--- config.mk ---
export PLATFORM = sky130hd
export DESIGN_NAME = vga_timing_gen
export DESIGN_NICKNAME = d
export VERILOG_FILES = /design/src/rtl/vga_timing_gen.sv
export SDC_FILE = /design/constraint.sdc
export NUM_CORES = 1
export LEC_CHECK = 0
export CAP_MARGIN = 20
export CORE_UTILIZATION = 60
export CTS_BUF_LIST = sky130_fd_sc_hd__clkbuf_16
export DETAILED_ROUTE_END_ITERATION = 7
export GPL_TIMING_DRIVEN = 0
export PLACE_DENSITY = 0.84
export SLEW_MARGIN = 20
export SYNTH_ARGS = -nofsm -noshare
export SYNTH_HDL_FRONTEND = slang
export SYNTH_SLANG_ARGS = --single-unit
export TNS_END_PERCENT = 50
--- constraint.sdc ---
create_clock -name clk -period 5.65 [get_ports clk]
set_input_delay 0.565 -clock clk [delete_from_list [all_inputs] [get_ports clk]]
set_output_delay 0.565 -clock clk [all_outputs]
set_load 0.05 [all_outputs]
--- src/rtl/vga_timing_gen.sv ---
// vga_timing_gen: parametrised VGA timing and framebuffer-fetch engine with latency-aligned sync/DE/RGB
module vga_timing_gen #(
  parameter int H_ACTIVE = 640,
  parameter int H_FP     = 16,
  parameter int H_SYNC   = 96,
  parameter int H_BP     = 48,
  parameter int V_ACTIVE = 480,
  parameter int V_FP     = 10,
  parameter int V_SYNC   = 2,
  parameter int V_BP     = 33,
  parameter bit HS_POL   = 1'b0,
  parameter bit VS_POL   = 1'b0,
  parameter int SCALE    = 1,
  parameter int MEM_LAT  = 1,
  parameter int ADDR_W   = 19,
  parameter int COLOR_W  = 4
) (
  input  logic                 clk,
  input  logic                 rst,
  input  logic                 en,
  output logic [ADDR_W-1:0]    mem_addr,
  output logic                 mem_rd,
  input  logic [3*COLOR_W-1:0] mem_data,
  output logic [COLOR_W-1:0]   red,
  output logic [COLOR_W-1:0]   grn,
  output logic [COLOR_W-1:0]   blu,
  output logic                 hsync,
  output logic                 vsync,
  output logic                 de,
  output logic                 frame_start,
  output logic                 line_start
);
  localparam int H_TOTAL = H_ACTIVE + H_FP + H_SYNC + H_BP;
  localparam int V_TOTAL = V_ACTIVE + V_FP + V_SYNC + V_BP;
  localparam int HW = $clog2(H_TOTAL);
  localparam int VW = $clog2(V_TOTAL);
  localparam logic [HW-1:0] H_LAST     = HW'(H_TOTAL - 1);
  localparam logic [HW-1:0] H_ACT      = HW'(H_ACTIVE);
  localparam logic [HW-1:0] H_ACT_LAST = HW'(H_ACTIVE - 1);
  localparam logic [HW-1:0] HS_BEG     = HW'(H_ACTIVE + H_FP);
  localparam logic [HW-1:0] HS_LAST    = HW'(H_ACTIVE + H_FP + H_SYNC - 1);
  localparam logic [VW-1:0] V_LAST     = VW'(V_TOTAL - 1);
  localparam logic [VW-1:0] V_ACT      = VW'(V_ACTIVE);
  localparam logic [VW-1:0] V_ACT_LAST = VW'(V_ACTIVE - 1);
  localparam logic [VW-1:0] VS_BEG     = VW'(V_ACTIVE + V_FP);
  localparam logic [VW-1:0] VS_LAST    = VW'(V_ACTIVE + V_FP + V_SYNC - 1);
  localparam logic [1:0]    S_LAST     = 2'(SCALE - 1);

  logic                 run_q, run_d;
  logic [HW-1:0]        hcnt_q, hcnt_d;
  logic [VW-1:0]        vcnt_q, vcnt_d;
  logic [ADDR_W-1:0]    addr_q, addr_d, base_q, base_d, mem_addr_q;
  logic [1:0]           sh_q, sh_d, sv_q, sv_d;
  logic                 mem_rd_q, hs0_q, vs0_q;
  logic [MEM_LAT:0]     de_p_q, hs_p_q, vs_p_q;
  logic [3*COLOR_W-1:0] rgb_q;
  logic                 h_end, f_end, de_raw, hs_raw, vs_raw, line_end, last_line, src_next;

  always_comb begin
    h_end     = hcnt_q == H_LAST;
    f_end     = h_end && vcnt_q == V_LAST;
    de_raw    = run_q && hcnt_q < H_ACT && vcnt_q < V_ACT;
    hs_raw    = run_q && hcnt_q >= HS_BEG && hcnt_q <= HS_LAST;
    vs_raw    = run_q && vcnt_q >= VS_BEG && vcnt_q <= VS_LAST;
    line_end  = de_raw && hcnt_q == H_ACT_LAST;
    last_line = vcnt_q == V_ACT_LAST;
    src_next  = last_line || sv_q == S_LAST;
    run_d     = run_q ? (f_end ? en : 1'b1) : en;
    hcnt_d    = (!run_q || h_end) ? '0 : hcnt_q + 1'b1;
    vcnt_d    = (!run_q || f_end) ? '0 : h_end ? vcnt_q + 1'b1 : vcnt_q;
    sh_d      = !de_raw ? sh_q : sh_q == S_LAST ? '0 : sh_q + 1'b1;
    sv_d      = !line_end ? sv_q : src_next ? '0 : sv_q + 1'b1;
    // a line that is not the last replica of its source line rewinds to line_base
    addr_d    = !de_raw ? addr_q :
                line_end ? (last_line ? '0 : sv_q != S_LAST ? base_q : addr_q + 1'b1) :
                sh_q == S_LAST ? addr_q + 1'b1 : addr_q;
    base_d    = (line_end && src_next) ? (last_line ? '0 : addr_q + 1'b1) : base_q;
  end

  always_ff @(posedge clk) begin
    if (rst) begin
      run_q      <= 1'b0;
      hcnt_q     <= '0;
      vcnt_q     <= '0;
      addr_q     <= '0;
      base_q     <= '0;
      sh_q       <= '0;
      sv_q       <= '0;
      mem_addr_q <= '0;
      mem_rd_q   <= 1'b0;
      hs0_q      <= ~HS_POL;
      vs0_q      <= ~VS_POL;
      de_p_q     <= '0;
      hs_p_q     <= {(MEM_LAT+1){~HS_POL}};
      vs_p_q     <= {(MEM_LAT+1){~VS_POL}};
      rgb_q      <= '0;
    end else begin
      run_q      <= run_d;
      hcnt_q     <= hcnt_d;
      vcnt_q     <= vcnt_d;
      addr_q     <= addr_d;
      base_q     <= base_d;
      sh_q       <= sh_d;
      sv_q       <= sv_d;
      mem_addr_q <= addr_q;
      mem_rd_q   <= de_raw;
      hs0_q      <= hs_raw ? HS_POL : ~HS_POL;
      vs0_q      <= vs_raw ? VS_POL : ~VS_POL;
      de_p_q     <= {de_p_q[MEM_LAT-1:0], mem_rd_q};
      hs_p_q     <= {hs_p_q[MEM_LAT-1:0], hs0_q};
      vs_p_q     <= {vs_p_q[MEM_LAT-1:0], vs0_q};
      // de_p_q[MEM_LAT-1] belongs to the pixel whose data is on mem_data now
      rgb_q      <= de_p_q[MEM_LAT-1] ? mem_data : '0;
    end
  end

  assign mem_addr          = mem_addr_q;
  assign mem_rd            = mem_rd_q;
  assign {blu, grn, red}   = rgb_q;
  assign hsync             = hs_p_q[MEM_LAT];
  assign vsync             = vs_p_q[MEM_LAT];
  assign de                = de_p_q[MEM_LAT];
  assign frame_start       = run_q && hcnt_q == '0 && vcnt_q == '0;
  assign line_start        = run_q && hcnt_q == '0 && vcnt_q < V_ACT;
endmodule

# After elaboration in Yosys (flattened, before gate mapping)

Index checks and enable logic that the tools add are counted.

Magnitude comparators: 6
Div/mod/pow operators: 0
Bitwise operators: 1
$mul: 0
Shift-type cells: 0
Add/sub/neg operators: 5
Multiplexer cells: 11
Reductions and logical operators: 26
Equal/unequal tests: 4

Operators by type and width:

| operator                                                        | number |
|---|---|
| 2-to-1 mux 19 bit                                               | 5 |
| equality test 10 bit, second input constant                     | 3 |
| adder 10 x 1 -> 10 bit, second input constant                   | 2 |
| logical NOT 10 bit                                              | 2 |
| adder 19 x 1 -> 19 bit, second input constant                   | 1 |
| logical AND 1 bit                                               | 12 |
| equality test 10 x 9 -> 1 bit, second input constant            | 1 |
| >= comparator 10 bit, second input constant                     | 1 |
| >= comparator 10 x 9 -> 1 bit, second input constant            | 1 |
| less-or-equal comparator 10 bit, second input constant          | 1 |
| less-or-equal comparator 10 x 9 -> 1 bit, second input constant | 1 |
| < comparator 10 bit, second input constant                      | 1 |
| < comparator 10 x 9 -> 1 bit, second input constant             | 1 |
| OR reduction 2 bit                                              | 3 |
| adder 2 x 1 -> 2 bit, second input constant                     | 2 |
| logical NOT 2 bit                                               | 2 |
| 2-to-1 mux 1 bit                                                | 4 |
| 2-to-1 mux 2 bit                                                | 2 |
| nonzero test 2 bit                                              | 2 |
| logical OR 1 bit                                                | 3 |
| AND reduction 2 bit                                             | 1 |
| logical NOT 1 bit                                               | 1 |
| NOT 1 bit                                                       | 1 |

Register bits: 103
Word-level logic and storage cells: 68
Output and inout port bits: 37
Memories: 0
Bits in latches: 0
Bits of input ports: 15
RAM bits: 0
Bits in read-only memories: 0

# Depth between registers and ports, before layout

Depth after elaboration: 6
Gate-level depth with buffers: 8
Gate-level depth less buffers: 7

# Least setup slack after synthesis

No wires, ideal clock.

Path type: reg-to-output
Start point: register hcnt_q[7]
End point: output port frame_start
Buffers on the path: 1
Required time: 5.085 ns
Data arrival time: 2.482 ns
Stages on the path, launching flop included: 6
Setup slack: 2.603 ns
Cell sequence: dfxtp_1 -> buf_2 -> or2_2 -> nor3_1 -> nand4_1 -> nor4_1

Longest elaborated chain between the ends: 3

Ends and longest elaborated chain:

| what                           | RTL line | text |
|---|---|---|
| start, declared                | 50       | `logic [HW-1:0] hcnt_q, hcnt_d;` |
| start signal, assigned         | 99       | `hcnt_q <= hcnt_d;` |
| logical NOT 10 bit             | 123      | `assign frame_start = run_q && hcnt_q == '0 && vcnt_q == '0;` |
| logical AND 1 bit (2 in a row) | 123      |  |
| end, declared                  | 30       | `output logic frame_start,` |

Every way passes these cells.

# Worst setup path after layout

Same ends and word-level chain as after synthesis.

==> results_dict.tcl <==
set metrics [dict create \
    setup_tns_ns 0 \
    dp_hpwl_mm 7.49 \
    synthAdderAreaFrac_pct 2.42 \
    grt_max_degree 17 \
    dr.first_iter.drc_count 340 \
    cts_root_buf "clkbuf_16" \
    n_antenna_cell 0 \
    synth_area_leaders "dfxtp_1, o2bb2ai_1, xnor2_1" \
    grt_overflow 0 \
    clk_pin_slew_worst_paths_ns 0.07 \
    yosys-top-cells-count "dfxtp_1, nor2_1, nand2_1, inv_1, o2bb2ai_1" \
    grt_most_used_layer "met2" \
    synth_nets 527 \
    fillCellCount 528 \
    ys.flop_type "dfxtp_1" \
    antenna_found_initial 0 \
    synth_compound_area_share_pct 16.0 \
    area_growth_pct 19.6 \
    worstPathArrival_ns 2.59 \
    place_congestion 0.939 \
    met2_usage_pct 47.9 \
    critPathKind "register to output port" \
    finClkSkew_ns 0.00656 \
    synth_seq_area_share_pct 44.2 \
    synth-simple-area-share_pct 23.4 \
    first_pass_iters 5 \
    whs_ns 0.411 \
    irDropWorstVdd_v 0.000158 \
    cts_tree "done" \
    grt_pass1_wl_mm 18.3 \
    clockBufferDepth 2 \
    hold_path.class "register to register" \
    setup_violations 0 \
    yosysUniqueCellTypes 65 \
    nets 588 \
    vias 3989 \
    r2r-start "hcnt_q[4]" \
    ff2ff_path_depth 7 \
    worstMarginPinSlew_ns 0.899 \
    drc_errors 0 \
    drt_wl_total_mm 10.9 \
    hp-start "vs0_q" \
    placed_cells 652 \
    r2r-end "addr_q[12]" \
    routed_via_density 5.97 \
    synth_edf_count 0 \
    fmax_mhz 317 \
    slew_viol_final 0 \
    grt_usage_pct 27.9 \
    required_ns 5.09 \
    ctsResizeCount 0 \
    rrSetupSlack_ns 2.97 \
    rows 31 \
    coreArea_sq_mm 0.00737 \
    avgRoutedWirePerCell_um 16.3 \
    layout.cells.non_filler 668 \
    die-area_sq_mm 0.00812 \
    cts-hold-fix-buffers 0 \
    syn-mean-instance-area_sq_um 9.27 \
    relSlewSlack_pct 39.9 \
    die_width_um 90.1 \
    fin_util_pct 75.7 \
    cts_setup_buffers 0 \
    holdPathStages 1 \
    grt_use_met1_pct 33.9 \
    synth_xor_area_share_pct 6.58 \
    synthMuxAreaShare_pct 2.20 \
    worstSetupEndpointType "output port" \
    die-height_um 90.1 \
    synth_top_family_by_area "simple AND/OR/NAND/NOR gates" \
    clkSinkCount 103 \
    fin_crit_sh_pct 55.9 \
    crit_path_start_kind "register" \
    initial_core_util_pct 63.2 \
    io_pins 52 \
    synth-async-reset-ratio_pct 0 \
    rsz0062_at_grt "false" \
    ys_warn_count 0 \
    synthCells 503 \
    h-tree-depth 3 \
    cts_inserted_buffers 9 \
    yosysMostFrequentCell "dfxtp_1" \
    power_mw 1.45 \
    yosys.area.top_type "dfxtp_1" \
    seq_area_sq_mm 0.00206 \
    critical_path_peak_fanout 8 \
    grt_use_met3_pct 5.75 \
    min_period_ns 3.16 \
    synth_top_area_share_pct 44.2 \
    status "completed" \
    synthesis.area_sq_mm 0.00466 \
    cap_violations 0 \
    clk_latency_ns 0.34 \
    grt_pass1_vias 3887 \
    multi_input_area_sq_mm 0.00236 \
    leakage_nw 1.93 \
    ant_nets 0 \
    hold_viol_final 0 \
    p_per_area_mw_per_mm2 260 \
    ys_seq_elements 103 \
    layout-drive-gt1-share_pct 8.26 \
    port_buffers 50 \
    worstHoldEndpoint "vs_p_q[0]" \
]
flip-flops by register name, indices dropped and copies added, names as in the netlist, 2 cells and up:
signal / flops
hcnt_q: 10
rgb_q: 12
base_q: 19
vcnt_q: 10
sh_q: 2
sv_q: 2
addr_q: 19
vs_p_q: 2
mem_addr: 19
de_p_q: 2
hs_p_q: 2
power breakdown:
| part | internal [mW] | total [mW] | switching, mW |
|---|---|---|---|
| Sequential | 0.735 | 0.741 | 0.00633 |
| Combinational | 0.0367 | 0.105 | 0.0681 |
| Clock | 0.339 | 0.606 | 0.267 |
| Total | 1.11 | 1.45 | 0.341 |
layer usage:
| metal | vias to the layer above | routed length [um] |
|---|---|---|
| li1 | 1895 | - |
| met1 | 1879 | 4550 |
| met2 | 180 | 5300 |
| met3 | 35 | 728 |
| met4 | 0 | 310 |
| met5 | - | 0 |
how the worst max path moves through the flow:
stage,from,end,slack [ns],cells past startpoint
after floorplan,hcnt_q[7],frame_start,2.60,5
after global placement,hcnt_q[7],frame_start,2.92,6
after detailed placement,hcnt_q[7],frame_start,2.89,6
after CTS,hcnt_q[7],frame_start,2.49,6
after global routing,hcnt_q[7],frame_start,2.35,6
final,hcnt_q[7],frame_start,2.49,6
final cells by class:
type / instances / share of cell area [%]
Buffer: 31 / 2.69
Clock buffer: 9 / 4.04
Clock inverter: 7 / 1.17
Inverter: 24 / 1.62
Multi-Input combinational cell: 345 / 42.3
Sequential cell: 103 / 37.0
Tap cell: 99 / 2.22
Timing Repair Buffer: 50 / 8.98
cell usage in the layout, fill, tap and decap left out, drive strengths merged, types with 10 or more instances in the layout:
| cell | instances |
|---|---|
| a21oi | 10 |
| and2 | 18 |
| buf | 15 |
| clkbuf | 25 |
| clkdlybuf4s50 | 50 |
| dfxtp | 103 |
| inv | 25 |
| nand2 | 27 |
| nand3 | 20 |
| nand4 | 11 |
| nor2 | 48 |
| nor2b | 17 |
| nor3 | 18 |
| o2bb2ai | 25 |
| xnor2 | 21 |
| xor2 | 14 |
through the flow:
stage,area [sq um],setup slack (ns)
4_1_cts,5580,2.49
2_1_floorplan,4660,2.60
3_5_place_dp,5290,2.89
6_report,5580,2.49
5_1_grt,5580,2.35
3_3_place_gp,5290,2.92
worst max-delay path: stages (launching register included):
cell             delay (ns)
dfxtp_1                0.29
buf_2                  0.16
or2_2                  0.32
nor3_1                 0.14
nand4_1                0.16
nor4_1                 0.31
clkdlybuf4s50_1        0.87
cell families (layout without fill, tap and decap cells):
family,count (synthesis),after routing
flops,103,103
fa+ha+maj,9,9
buf+inv,55,121
compound gates,90,90
mux,10,10
simple gates,201,201
xor+xnor,35,35
(Power assumes the default switching activity.)
